**config.mk**
```make
export PLATFORM = sky130hd
export DESIGN_NAME = fpu_arbiter
export DESIGN_NICKNAME = d
export VERILOG_FILES = /design/src/rtl/fpu_arbiter_pkg.sv /design/src/rtl/fpu_arbiter.sv
export SDC_FILE = /design/constraint.sdc
export NUM_CORES = 1
export LEC_CHECK = 0
export CORE_MARGIN = 4
export CORE_UTILIZATION = 64
export CTS_CLUSTER_DIAMETER = 120
export DETAILED_ROUTE_END_ITERATION = 7
export DONT_BUFFER_PORTS = 1
export GPL_ROUTABILITY_DRIVEN = 1
export GPL_TIMING_DRIVEN = 0
export PLACE_DENSITY = 0.8
export SLEW_MARGIN = 30
export SYNTH_ARGS = -nofsm -noshare
export SYNTH_HDL_FRONTEND = slang
export SYNTH_SLANG_ARGS = --single-unit
```
**constraint.sdc**
```tcl
create_clock -name clk -period 2.66 [get_ports clk]
set_input_delay 0.399 -clock clk [delete_from_list [all_inputs] [get_ports clk]]
set_output_delay 0.399 -clock clk [all_outputs]
set_load 0.02 [all_outputs]
```
**src/rtl/fpu_arbiter_pkg.sv**
```systemverilog
`default_nettype none
// ----------------------------------------------------------------------------
// pa_fpu : FPU operation codes and the two-requester arbiter state encoding.
// Revision: 1.0
// ----------------------------------------------------------------------------
package pa_fpu;

  typedef enum logic [3:0] {
    FPU_ADD  = 4'h0,
    FPU_SUB  = 4'h1,
    FPU_MUL  = 4'h2,
    FPU_DIV  = 4'h3,
    FPU_SQRT = 4'h4,
    FPU_MIN  = 4'h5,
    FPU_MAX  = 4'h6,
    FPU_CMP  = 4'h7,
    FPU_I2F  = 4'h8,
    FPU_F2I  = 4'h9
  } e_fpu_operation;

  // Codes above this are unassigned and answered with an error response.
  localparam logic [3:0] FPU_OP_LAST = 4'h9;

  typedef enum logic [1:0] {
    arb_idle_st  = 2'd0,
    arb_issue_st = 2'd1,
    arb_wait_st  = 2'd2,
    arb_resp_st  = 2'd3
  } e_arb_state;

  function automatic logic is_valid_op(input logic [3:0] op);
    return op <= FPU_OP_LAST;
  endfunction

endpackage
`default_nettype wire

```
**src/rtl/fpu_arbiter.sv**
```systemverilog
`default_nettype none
// ----------------------------------------------------------------------------
// fpu_arbiter : round-robin sharing of one FPU core between two requesters.
// Revision: 1.0
// ----------------------------------------------------------------------------
module fpu_arbiter
  import pa_fpu::*;
#(
  parameter int TIMEOUT_CYCLES = 255
) (
  input  logic           clk,
  input  logic           arst_n,
  input  logic [1:0]     req_valid,
  output logic [1:0]     req_ready,
  input  e_fpu_operation req_op [2],
  input  logic [31:0]    req_a  [2],
  input  logic [31:0]    req_b  [2],
  output logic [1:0]     rsp_valid,
  output logic [31:0]    rsp_result,
  output logic           rsp_err,
  output logic           fpu_start,
  output e_fpu_operation fpu_op,
  output logic [31:0]    fpu_a,
  output logic [31:0]    fpu_b,
  input  logic [31:0]    fpu_result,
  input  logic           fpu_done,
  output logic           busy,
  output logic           owner
);

  localparam logic [15:0] TIMEOUT_LIM = 16'(TIMEOUT_CYCLES);

  e_arb_state     state;
  e_arb_state     state_nxt;
  logic           last_grant;
  logic           winner;
  logic           handshake;
  logic           owner_q;
  logic           err_q;
  e_fpu_operation op_q;
  logic [31:0]    a_q;
  logic [31:0]    b_q;
  logic [31:0]    result_q;
  logic [15:0]    wait_cnt;
  logic           op_active;

  // On contention the requester that was not granted last wins.
  always_comb begin
    winner = 1'b0;
    case (req_valid)
      2'b10:   winner = 1'b1;
      2'b11:   winner = ~last_grant;
      default: winner = 1'b0;
    endcase
  end

  always_ff @(posedge clk or negedge arst_n) begin
    if (!arst_n) state <= arb_idle_st;
    else         state <= state_nxt;
  end

  always_comb begin
    state_nxt = state;
    req_ready = 2'b00;
    fpu_start = 1'b0;
    rsp_valid = 2'b00;
    case (state)
      arb_idle_st: begin
        // Gated by arst_n so ready stays low while reset is held.
        if ((|req_valid) && arst_n) begin
          req_ready[winner] = 1'b1;
          state_nxt = is_valid_op(req_op[winner]) ? arb_issue_st : arb_resp_st;
        end
      end
      arb_issue_st: begin
        fpu_start = 1'b1;
        state_nxt = arb_wait_st;
      end
      arb_wait_st: begin
        if (fpu_done || (wait_cnt == TIMEOUT_LIM)) state_nxt = arb_resp_st;
      end
      arb_resp_st: begin
        rsp_valid[owner_q] = 1'b1;
        state_nxt = arb_idle_st;
      end
      default: state_nxt = arb_idle_st;
    endcase
  end

  assign handshake = |(req_valid & req_ready);

  always_ff @(posedge clk or negedge arst_n) begin
    if (!arst_n) begin
      last_grant <= 1'b1;
      owner_q    <= 1'b0;
      op_q       <= FPU_ADD;
      a_q        <= '0;
      b_q        <= '0;
      result_q   <= '0;
      err_q      <= 1'b0;
      wait_cnt   <= '0;
    end else begin
      case (state)
        arb_idle_st: begin
          if (handshake) begin
            last_grant <= winner;
            owner_q    <= winner;
            op_q       <= req_op[winner];
            a_q        <= req_a[winner];
            b_q        <= req_b[winner];
            result_q   <= '0;
            err_q      <= ~is_valid_op(req_op[winner]);
          end
        end
        arb_issue_st: wait_cnt <= 16'd1;
        arb_wait_st: begin
          // A completion in the timeout cycle still counts as success.
          if (fpu_done) begin
            result_q <= fpu_result;
            err_q    <= 1'b0;
          end else if (wait_cnt == TIMEOUT_LIM) begin
            result_q <= '0;
            err_q    <= 1'b1;
          end else begin
            wait_cnt <= wait_cnt + 16'd1;
          end
        end
        default: ;
      endcase
    end
  end

  assign op_active  = (state == arb_issue_st) || (state == arb_wait_st);
  assign fpu_op     = op_active ? op_q : FPU_ADD;
  assign fpu_a      = op_active ? a_q : 32'h0;
  assign fpu_b      = op_active ? b_q : 32'h0;
  assign rsp_result = (state == arb_resp_st) ? result_q : 32'h0;
  assign rsp_err    = (state == arb_resp_st) ? err_q : 1'b0;
  assign busy       = (state != arb_idle_st);
  assign owner      = owner_q;

endmodule
`default_nettype wire

```
=== Yosys cells after proc, flatten, opt, wreduce, memory -nomap -nowiden ===
Index checks and enable logic that the tools add are counted.

* Add/subtract/negate cells: 1
* $lt $le $gt $ge: 6
* Equality and inequality tests: 12
* Multiplexer cells: 38
* Bitwise logic cells: 4
* Reductions and logical operators: 15

{| class="wikitable"
|+ Operator list
! cell !! number
|-
| 2-to-1 mux 32 bit || 12
|-
| one-hot mux 32 bit (2 select lines) || 1
|-
| 2-to-1 mux 16 bit || 2
|-
| one-hot mux 16 bit (2 select lines) || 1
|-
| adder 16 x 1 -> 16 bit, second input constant || 1
|-
| equality test 16 x 8 -> 1 bit, second input constant || 1
|-
| 2-to-1 mux 4 bit || 4
|-
| 2-to-1 mux 2 bit || 6
|-
| != test 2 bit, second input constant || 5
|-
| equality test 2 bit, second input constant || 4
|-
| one-hot mux 2 bit (4 select lines) || 1
|-
| 2-to-1 mux 1 bit || 7
|-
| AND reduction 3 bit || 2
|-
| nonzero test 2 bit || 3
|-
| less-or-equal comparator 4 bit, second input constant || 1
|-
| less-than comparator 1 x 2 -> 1 bit, second input constant || 2
|-
| one-hot mux 1 bit (2 select lines) || 2
|-
| AND reduction 2 bit || 2
|-
| OR reduction 2 bit || 2
|-
| logical AND 1 bit || 3
|-
| != test 3 bit, second input constant || 1
|-
| AND 2 bit || 1
|-
| demux 1 bit (select 1 bit) || 2
|-
| equality test 2 x 1 -> 1 bit, second input constant || 1
|-
| other kinds (6) || 9
|}

* Flip-flop bits (word level): 121
* Bits of input ports: 173
* Output and inout bits: 108
* Word-level logic and storage cells: 85

=== Depth between registers and ports, before layout ===
Gate-level depths: netlist of the first run.

* Depth after elaboration: 12
* Mapped depth: 9
* Depth with buffers taken out: 6

=== Worst setup path before layout of the first run ===
Ideal clock, no wire load.

* Path type: register to output
* Start: register state[0]
* End: output req_ready[1]
* Arrival time: 1986 ps
* Required time: 2261 ps
* Setup slack: 275 ps
* Stages on the path, launching flop included: 9
* Path buffers: 3
* Cells stage by stage: dfrtp_1 -> inv_1 -> ha_1 -> inv_1 -> or2_2 -> buf_1 -> buf_2 -> clkbuf_1 -> nor2_1

* Longest elaborated chain between the ends: 2

{| class="wikitable"
|+ RTL lines
! what !! RTL line !! RTL
|-
| from (decl) || fpu_arbiter.sv:33 || <nowiki>e_arb_state state;</nowiki>
|-
| from (signal assigned) || fpu_arbiter.sv:58 || <nowiki>if (!arst_n) state <= arb_idle_st;</nowiki>
|-
| from (signal assigned) || fpu_arbiter.sv:59 || <nowiki>else state <= state_nxt;</nowiki>
|-
| logical NOT 2 bit || fpu_arbiter.sv:67 || <nowiki>case (state)</nowiki>
|-
| 2-to-1 mux 2 bit || fpu_arbiter.sv:67 ||
|-
| to (decl) || fpu_arbiter.sv:14 || <nowiki>output logic [1:0] req_ready,</nowiki>
|}

Every way passes these cells.

=== Final worst setup path of the first run ===
* Start: register last_grant
* End: output req_ready[0]

* Longest elaborated chain between the ends: 8
* Elaborated cells between the ends (all ways): 9
* Classes of those cells: order compare: 2; mux: 5; bitwise: 1; reduce/logical: 1

{| class="wikitable"
|+ RTL lines
! what !! RTL line !! RTL
|-
| from (decl) || fpu_arbiter.sv:35 || <nowiki>logic last_grant;</nowiki>
|-
| from (signal assigned) || fpu_arbiter.sv:106 || <nowiki>last_grant <= winner;</nowiki>
|-
| inverter 1 bit * || fpu_arbiter.sv:52 || <nowiki>2'b11: winner = ~last_grant;</nowiki>
|-
| one-hot mux 1 bit (2 select lines) * || fpu_arbiter.sv:50 || <nowiki>case (req_valid)</nowiki>
|-
| less-than comparator 1 x 2 -> 1 bit (not written as such) / >= comparator 1 bit (equally long branches) || fpu_arbiter.sv:71 || <nowiki>req_ready[winner] = 1'b1;</nowiki>
|-
| logical AND 1 bit (not written as such) || fpu_arbiter.sv:71 ||
|-
| 2-to-1 mux 1 bit (not written as such) || fpu_arbiter.sv:71 ||
|-
| demux 1 bit (select 1 bit) * || fpu_arbiter.sv:71 ||
|-
| 2-to-1 mux 2 bit * || fpu_arbiter.sv:70 || <nowiki>if ((|req_valid) && arst_n) begin</nowiki>
|-
| 2-to-1 mux 2 bit * || fpu_arbiter.sv:67 ||
|}

Every way passes the cells marked *; elsewhere a longest branch is shown, timed or not.

==> results of run 1 <==
==> area by class of cell <==
| cell class | count | area (µm²) | share of cell area |
|---|---|---|---|
| buffer | 43 | 224 | 0.0304 |
| multi-input combinational | 470 | 3300 | 0.447 |
| tap | 133 | 166 | 0.0226 |
| sequential | 121 | 3030 | 0.411 |
| clock inverter | 12 | 173 | 0.0234 |
| clock buffer | 20 | 445 | 0.0604 |
| inverter | 9 | 33.8 | 0.00458 |
| timing repair buffer | 1 | 7.51 | 0.00102 |
==> logic make-up (layout without fill, tap and decap cells) <==
group                      Yosys count  after routing  synth area share
adders and majority gates            6              6            0.0114
buffers and inverters               55             85            0.0397
DFF                                121            121             0.462
and+or+nand+nor                    250            250             0.209
xor gates and xnor gates             1              1           0.00134
muxes                              107            107             0.187
AOI/OAI and AO/OA                  106            106            0.0899
==> per-stage QoR <==
stage	area, µm²	worst slack, ps	std cells
3_3_place_gp	6730	-158	779
3_5_place_dp	6730	-171	779
5_1_grt	7380	56.1	809
4_1_cts	7380	6.23	809
6_report	7380	171	809
2_1_floorplan	6560	275	646
==> critical path, delay by kind of cell (launching register included) <==
| kind | cells | cell delay (ps) |
|---|---|---|
| AOI/OAI and AO/OA | 1 | 170 |
| DFF | 1 | 380 |
| and+or+nand+nor | 1 | 90 |
| buffers and inverters | 3 | 940 |
==> sequential cells by signal, indices dropped and copies added, names as in the netlist <==
name and flops:
a_q 32, b_q 32, result_q 32, wait_cnt 16
op_q 4, state 2, err_q 1, last_grant 1
owner 1
==> cells in the final DEF, fill, tap and decap left out, types with 4 or more instances in the layout <==
cell type / n
ha_1: 5
dfrtp_1: 120
nand3_1: 4
or4_1: 6
a21oi_1: 12
buf_1: 5
and3_1: 33
o31ai_1: 5
o21ai_0: 79
mux2i_1: 75
or3_1: 7
and2_1: 103
clkinv_2: 4
inv_1: 6
bufinv_16: 4
mux2_4: 30
clkbuf_1: 29
nand2_1: 78
clkbuf_16: 16
==> where the power goes <==
group	total [W]	switching, W	internal, W
clock	0.00239	0.000820	0.00157
combinational	0.00412	0.00270	0.00142
sequential	0.00299	0.000403	0.00259
total	0.00950	0.00392	0.00558
==> routing by layer <==
metal  GRT usage  wire length (µm)  share of wire  up-vias
li1            -                 -              -     2254
met1       0.347              6700           0.38     2415
met5           0                 0              0        -
met3      0.0811              1160          0.066       40
met4       0.106               483          0.027        0
met2       0.512              9260           0.53      218
==> worst paths after layout <==
check,endpoint,from,cells past startpoint,slack (ps)
max in group asynchronous,last_grant,arst_n,0,2810
min,wait_cnt[12],arst_n,0,-420
max reg2reg,result_q[1],wait_cnt[12],5,280
min reg2reg,a_q[23],a_q[23],2,470
min in group clk,a_q[21],req_a[53],2,90
max,req_ready[0],last_grant,5,170
==> what timing repair did <==
action	CTS	global route
resized for setup	16	2
endpoints found under the setup margin	44	2
buffers inserted	0	1
pin swaps	2	1
endpoints found under the hold margin	121	121
==> impl_metrics.json, run 1 <==
{
  "status": "finished with violations",
  "failed_checks": "hold timing",
  "grt_pass1_wl_um": 26800,
  "pin_count": 281,
  "worstSetupPathType": "flip-flop to output port",
  "cts_sinks": 121,
  "cp_common_cell": "buf_2",
  "synth_area_mm2": 0.00656,
  "drt_iter0_markers": 293,
  "synth-seq-cells": 121,
  "synth_edf_count": 0,
  "grt_max_degree": 123,
  "avgRoutedWirePerCell_um": 21.8,
  "initial_utilization": 0.665,
  "io_buffers": 0,
  "power_w": 0.00950,
  "syn_to_final_growth_pct": 12.5,
  "numCtsBuffers": 17,
  "finalClockSkew_ps": 9.34,
  "cts_tree": "yes",
  "fin_nets": 842,
  "synthCells": 646,
  "worst_pin_slew_ps": 853,
  "drv_slew": 0,
  "p_leak_nw": 3.55,
  "finalSetupViolCount": 0,
  "final_core_util": 0.748,
  "clock_path_buffers": 2,
  "clk_latency_ps": 510,
  "path_cells": "a21boi_0 -> clkbuf_2 -> buf_2 -> buf_2 -> nor2_4",
  "powerDensity_mw_per_mm2": 1290,
  "die_h_um": 109,
  "routed_via_density": 6.09,
  "seq_area_frac_synth": 0.462,
  "num_antenna_cells": 0,
  "drt_first_pass_iters": 4,
  "ir_drop_v": 0.000667,
  "grtUsageTotal": 0.293,
  "path_clk_slew_ps": 60,
  "cp-end-kind": "output port",
  "vias": 4927,
  "htree_num_levels": 4,
  "rows": 36,
  "synth.most_common_cell": "dfrtp_1",
  "grt_pass1_vias": 5057,
  "holdWs_ps": -418,
  "hold_viol": 121,
  "slew_headroom": 0.431,
  "syn_area_per_cell_um2": 10.2,
  "synthDominantCellAreaShare": 0.458,
  "die_w_um": 109,
  "tns_ps": 0,
  "yosysTopAreaCell": "dfrtp_1",
  "root_buffer": "clkbuf_8",
  "drive_gt1_frac": 0.126,
  "maxCapViolations": 0,
  "core_area_mm2": 0.00986,
  "critPathLaunchType": "flip-flop",
  "synthTopCellsByArea": "dfrtp_1 46%, mux2i_1 11%, and2_1 9.8%, mux2_4 6.9%, o21ai_0 6.0%",
  "hold_path.class": "primary input to async pin",
  "syn_nets": 825,
  "period_share": 0.936,
  "synthFlopType": "dfrtp_1",
  "synth.yosys.warnings": 0,
  "finalWirelength_um": 17600,
  "crit_path_max_fanout": 10,
  "cpMaxStageDelayCell": "dfstp_2",
  "synth_commonest_cells": "120 x dfrtp_1, 103 x and2_1, 79 x o21ai_0",
  "synth_cell_types": 38,
  "cp_data_arrival_time_ps": 2090,
  "slowest_delay_ps": 380,
  "dp_hpwl_um": 13100,
  "async_reset_ff_frac": 1.00,
  "detail-route-antenna-nets": 0,
  "drcViolationCount": 0,
  "nFillCells": 716,
  "antenna_found_initial": 0,
  "place.gp.congestion": 0.836,
  "grt_overflow": 0,
  "max_freq_ghz": 0.402,
  "cp.required_ps": 2260,
  "dieArea_mm2": 0.0119,
  "period_needed_ps": 2490,
  "rsz0062_at_grt": "no"
}
(Power assumes the default switching activity.)
==> run 2: changes to the inputs <==
- CORE_MARGIN: 4 -> 1
- CORE_UTILIZATION: 64 -> 58
- PLACE_DENSITY: 0.8 -> 0.76
- SETUP_SLACK_MARGIN: default -> 0.1
- clock period: 2.66 -> 2.02 ns (I/O delays scaled with it)
==> impl_metrics.json, run 2 (synthesis results as in run 1) <==
{
  "status": "finished with violations",
  "failed_checks": "hold timing, setup timing",
  "cts_sinks": 121,
  "avgRoutedWirePerCell_um": 21.1,
  "intPower_w": 0.00884,
  "grt_max_degree": 123,
  "syn_to_final_growth_pct": 25.5,
  "cts_tree": "yes",
  "path_cells": "inv_2 -> ha_4 -> inv_6 -> or2_4 -> buf_6 -> buf_12 -> buf_4 -> a2bb2oi_4 -> buf_12 -> clkbuf_16 -> mux2_4",
  "final_area_mm2": 0.00823,
  "root_buffer": "clkbuf_16",
  "place.gp.congestion": 0.803,
  "cp_common_cell": "buf_12",
  "clock_path_buffers": 2,
  "hold_path.class": "primary input to async pin",
  "holdWs_ps": -415,
  "worstSetupPathType": "flip-flop to flip-flop",
  "finalSetupViolCount": 39,
  "worst_pin_slew_ps": 752,
  "ir_drop_v": 0.00105,
  "cp.required_ps": 2310,
  "slowest_delay_ps": 400,
  "drt_iter0_markers": 219,
  "drv_slew": 0,
  "critPathLaunchType": "flip-flop",
  "crit_path_max_fanout": 5,
  "htree_num_levels": 4,
  "max_freq_ghz": 0.444,
  "p_switching_w": 0.00559,
  "period_needed_ps": 2250,
  "grtUsageTotal": 0.292,
  "drt_first_pass_iters": 4,
  "fin_nets": 877,
  "routed_via_density": 6.02,
  "final_cell_mix": "120 x dfrtp_1, 86 x and2_4, 78 x nand2_1",
  "antenna_found_initial": 0,
  "grt_pass1_wl_um": 25700,
  "pwr-share-clk": 0.206,
  "slew_headroom": 0.495,
  "num_antenna_cells": 0,
  "grt_pass1_vias": 5043,
  "pin_count": 281,
  "path_clk_slew_ps": 50,
  "cp_data_arrival_time_ps": 2540,
  "drive_gt1_frac": 0.354,
  "dieArea_mm2": 0.0117,
  "final_common_cell": "dfrtp_1",
  "rsz0062_at_grt": "yes",
  "grt_overflow": 0,
  "rows": 38,
  "core_area_mm2": 0.0109,
  "cpMaxStageDelayCell": "dfrtp_1",
  "p_sw_frac": 0.387,
  "top_regs": "a_q (32), b_q (32), result_q (32)",
  "clk_latency_ps": 410,
  "die_h_um": 108,
  "detail-route-antenna-nets": 0,
  "maxCapViolations": 0,
  "nFillCells": 746,
  "drcViolationCount": 0,
  "period_share": 1.11,
  "initial_utilization": 0.600,
  "dp_hpwl_um": 11800,
  "seqPwrFrac": 0.279,
  "cp-end-kind": "flip-flop",
  "setup_ws_ps": -230,
  "numCtsBuffers": 17,
  "vias": 5122,
  "dpl-instance-area_mm2": 0.00679,
  "io_buffers": 0,
  "powerDensity_mw_per_mm2": 1750,
  "p_comb_frac": 0.515,
  "finalWirelength_um": 17900,
  "final_core_util": 0.753,
  "hold_viol": 121,
  "p_leak_nw": 4.04,
  "finalClockSkew_ps": 8.23,
  "die_w_um": 108,
  "power_w": 0.0144
}
## run 2: cell count changes in the layout (fill, tap and decap cells not counted), sizes merged
cell      previous run  this run
clkbuf              52        53
buf                 12        50
clkinvlp             2         0
bufinv               4         2
## run 2: power groups by stage
stage / clock, W / combinational [W] / sequential, W
CTS: 0.00298 / 0.00625 / 0.00394
finish: 0.00297 / 0.00743 / 0.00403
floorplan: 0 / 0.00441 / 0.00378
detailed placement: 0 / 0.00534 / 0.00395
global placement: 0 / 0.00521 / 0.00389
global route: 0.00312 / 0.00786 / 0.00413
## run 2: layer usage
metal,global-route usage,part of all wire
met5,0,0
met4,0.100,0.019
met3,0.110,0.067
met2,0.501,0.53
met1,0.334,0.39
## run 2: path summary, 6_finish.rpt
kind | startpoint | end | slack (ps) | cells after the start
min in group clk | req_b[60] | b_q[28] | 80 | 2
worst max-delay path | state[0] | result_q[23] | -230 | 11
worst min register to register | b_q[11] | b_q[11] | 470 | 2
worst max register to register | state[0] | result_q[23] | -230 | 11
worst min-delay path | arst_n | a_q[20] | -420 | 0
max in group asynchronous | arst_n | last_grant | 2180 | 0
## run 2: final cells by class
| cell class | count | area, µm² | share of cell area |
|---|---|---|---|
| multi-input cells | 470 | 3600 | 0.437 |
| well taps | 140 | 175 | 0.0213 |
| plain buffers | 46 | 434 | 0.0527 |
| inverters | 9 | 38.8 | 0.00471 |
| flip-flops and latches | 121 | 3030 | 0.368 |
| clock inverters | 8 | 93.8 | 0.0114 |
| clock buffers | 24 | 482 | 0.0585 |
| repair buffers | 33 | 385 | 0.0468 |
## run 2: what timing repair did
action | in CTS | in global routing
endpoints found under the setup margin | 221 | 207
cloned | 1 | 5
pin swaps | 9 | 8
setup buffers | 18 | 9
hold endpoints to repair | 121 | 121
resized for setup | 141 | 172
## run 2: worst max-delay path: cells and delay by family (launching register included)
kind	cells	cell delay [ps]
buffers and inverters	7	840
flip-flops	1	400
multiplexers	1	300
AND/OR/NAND/NOR	1	230
AO/OA/AOI/OAI	1	190
adder cells (fa/ha/maj)	1	160
## run 2: per-stage QoR
step | setup TNS (ps) | setup slack [ps] | cells
CTS | -6330 | -200 | 837
finish | -7050 | -230 | 851
global placement | -11210 | -306 | 786
detailed placement | -13250 | -345 | 786
floorplan | -4100 | -135 | 646
global route | -8960 | -271 | 851
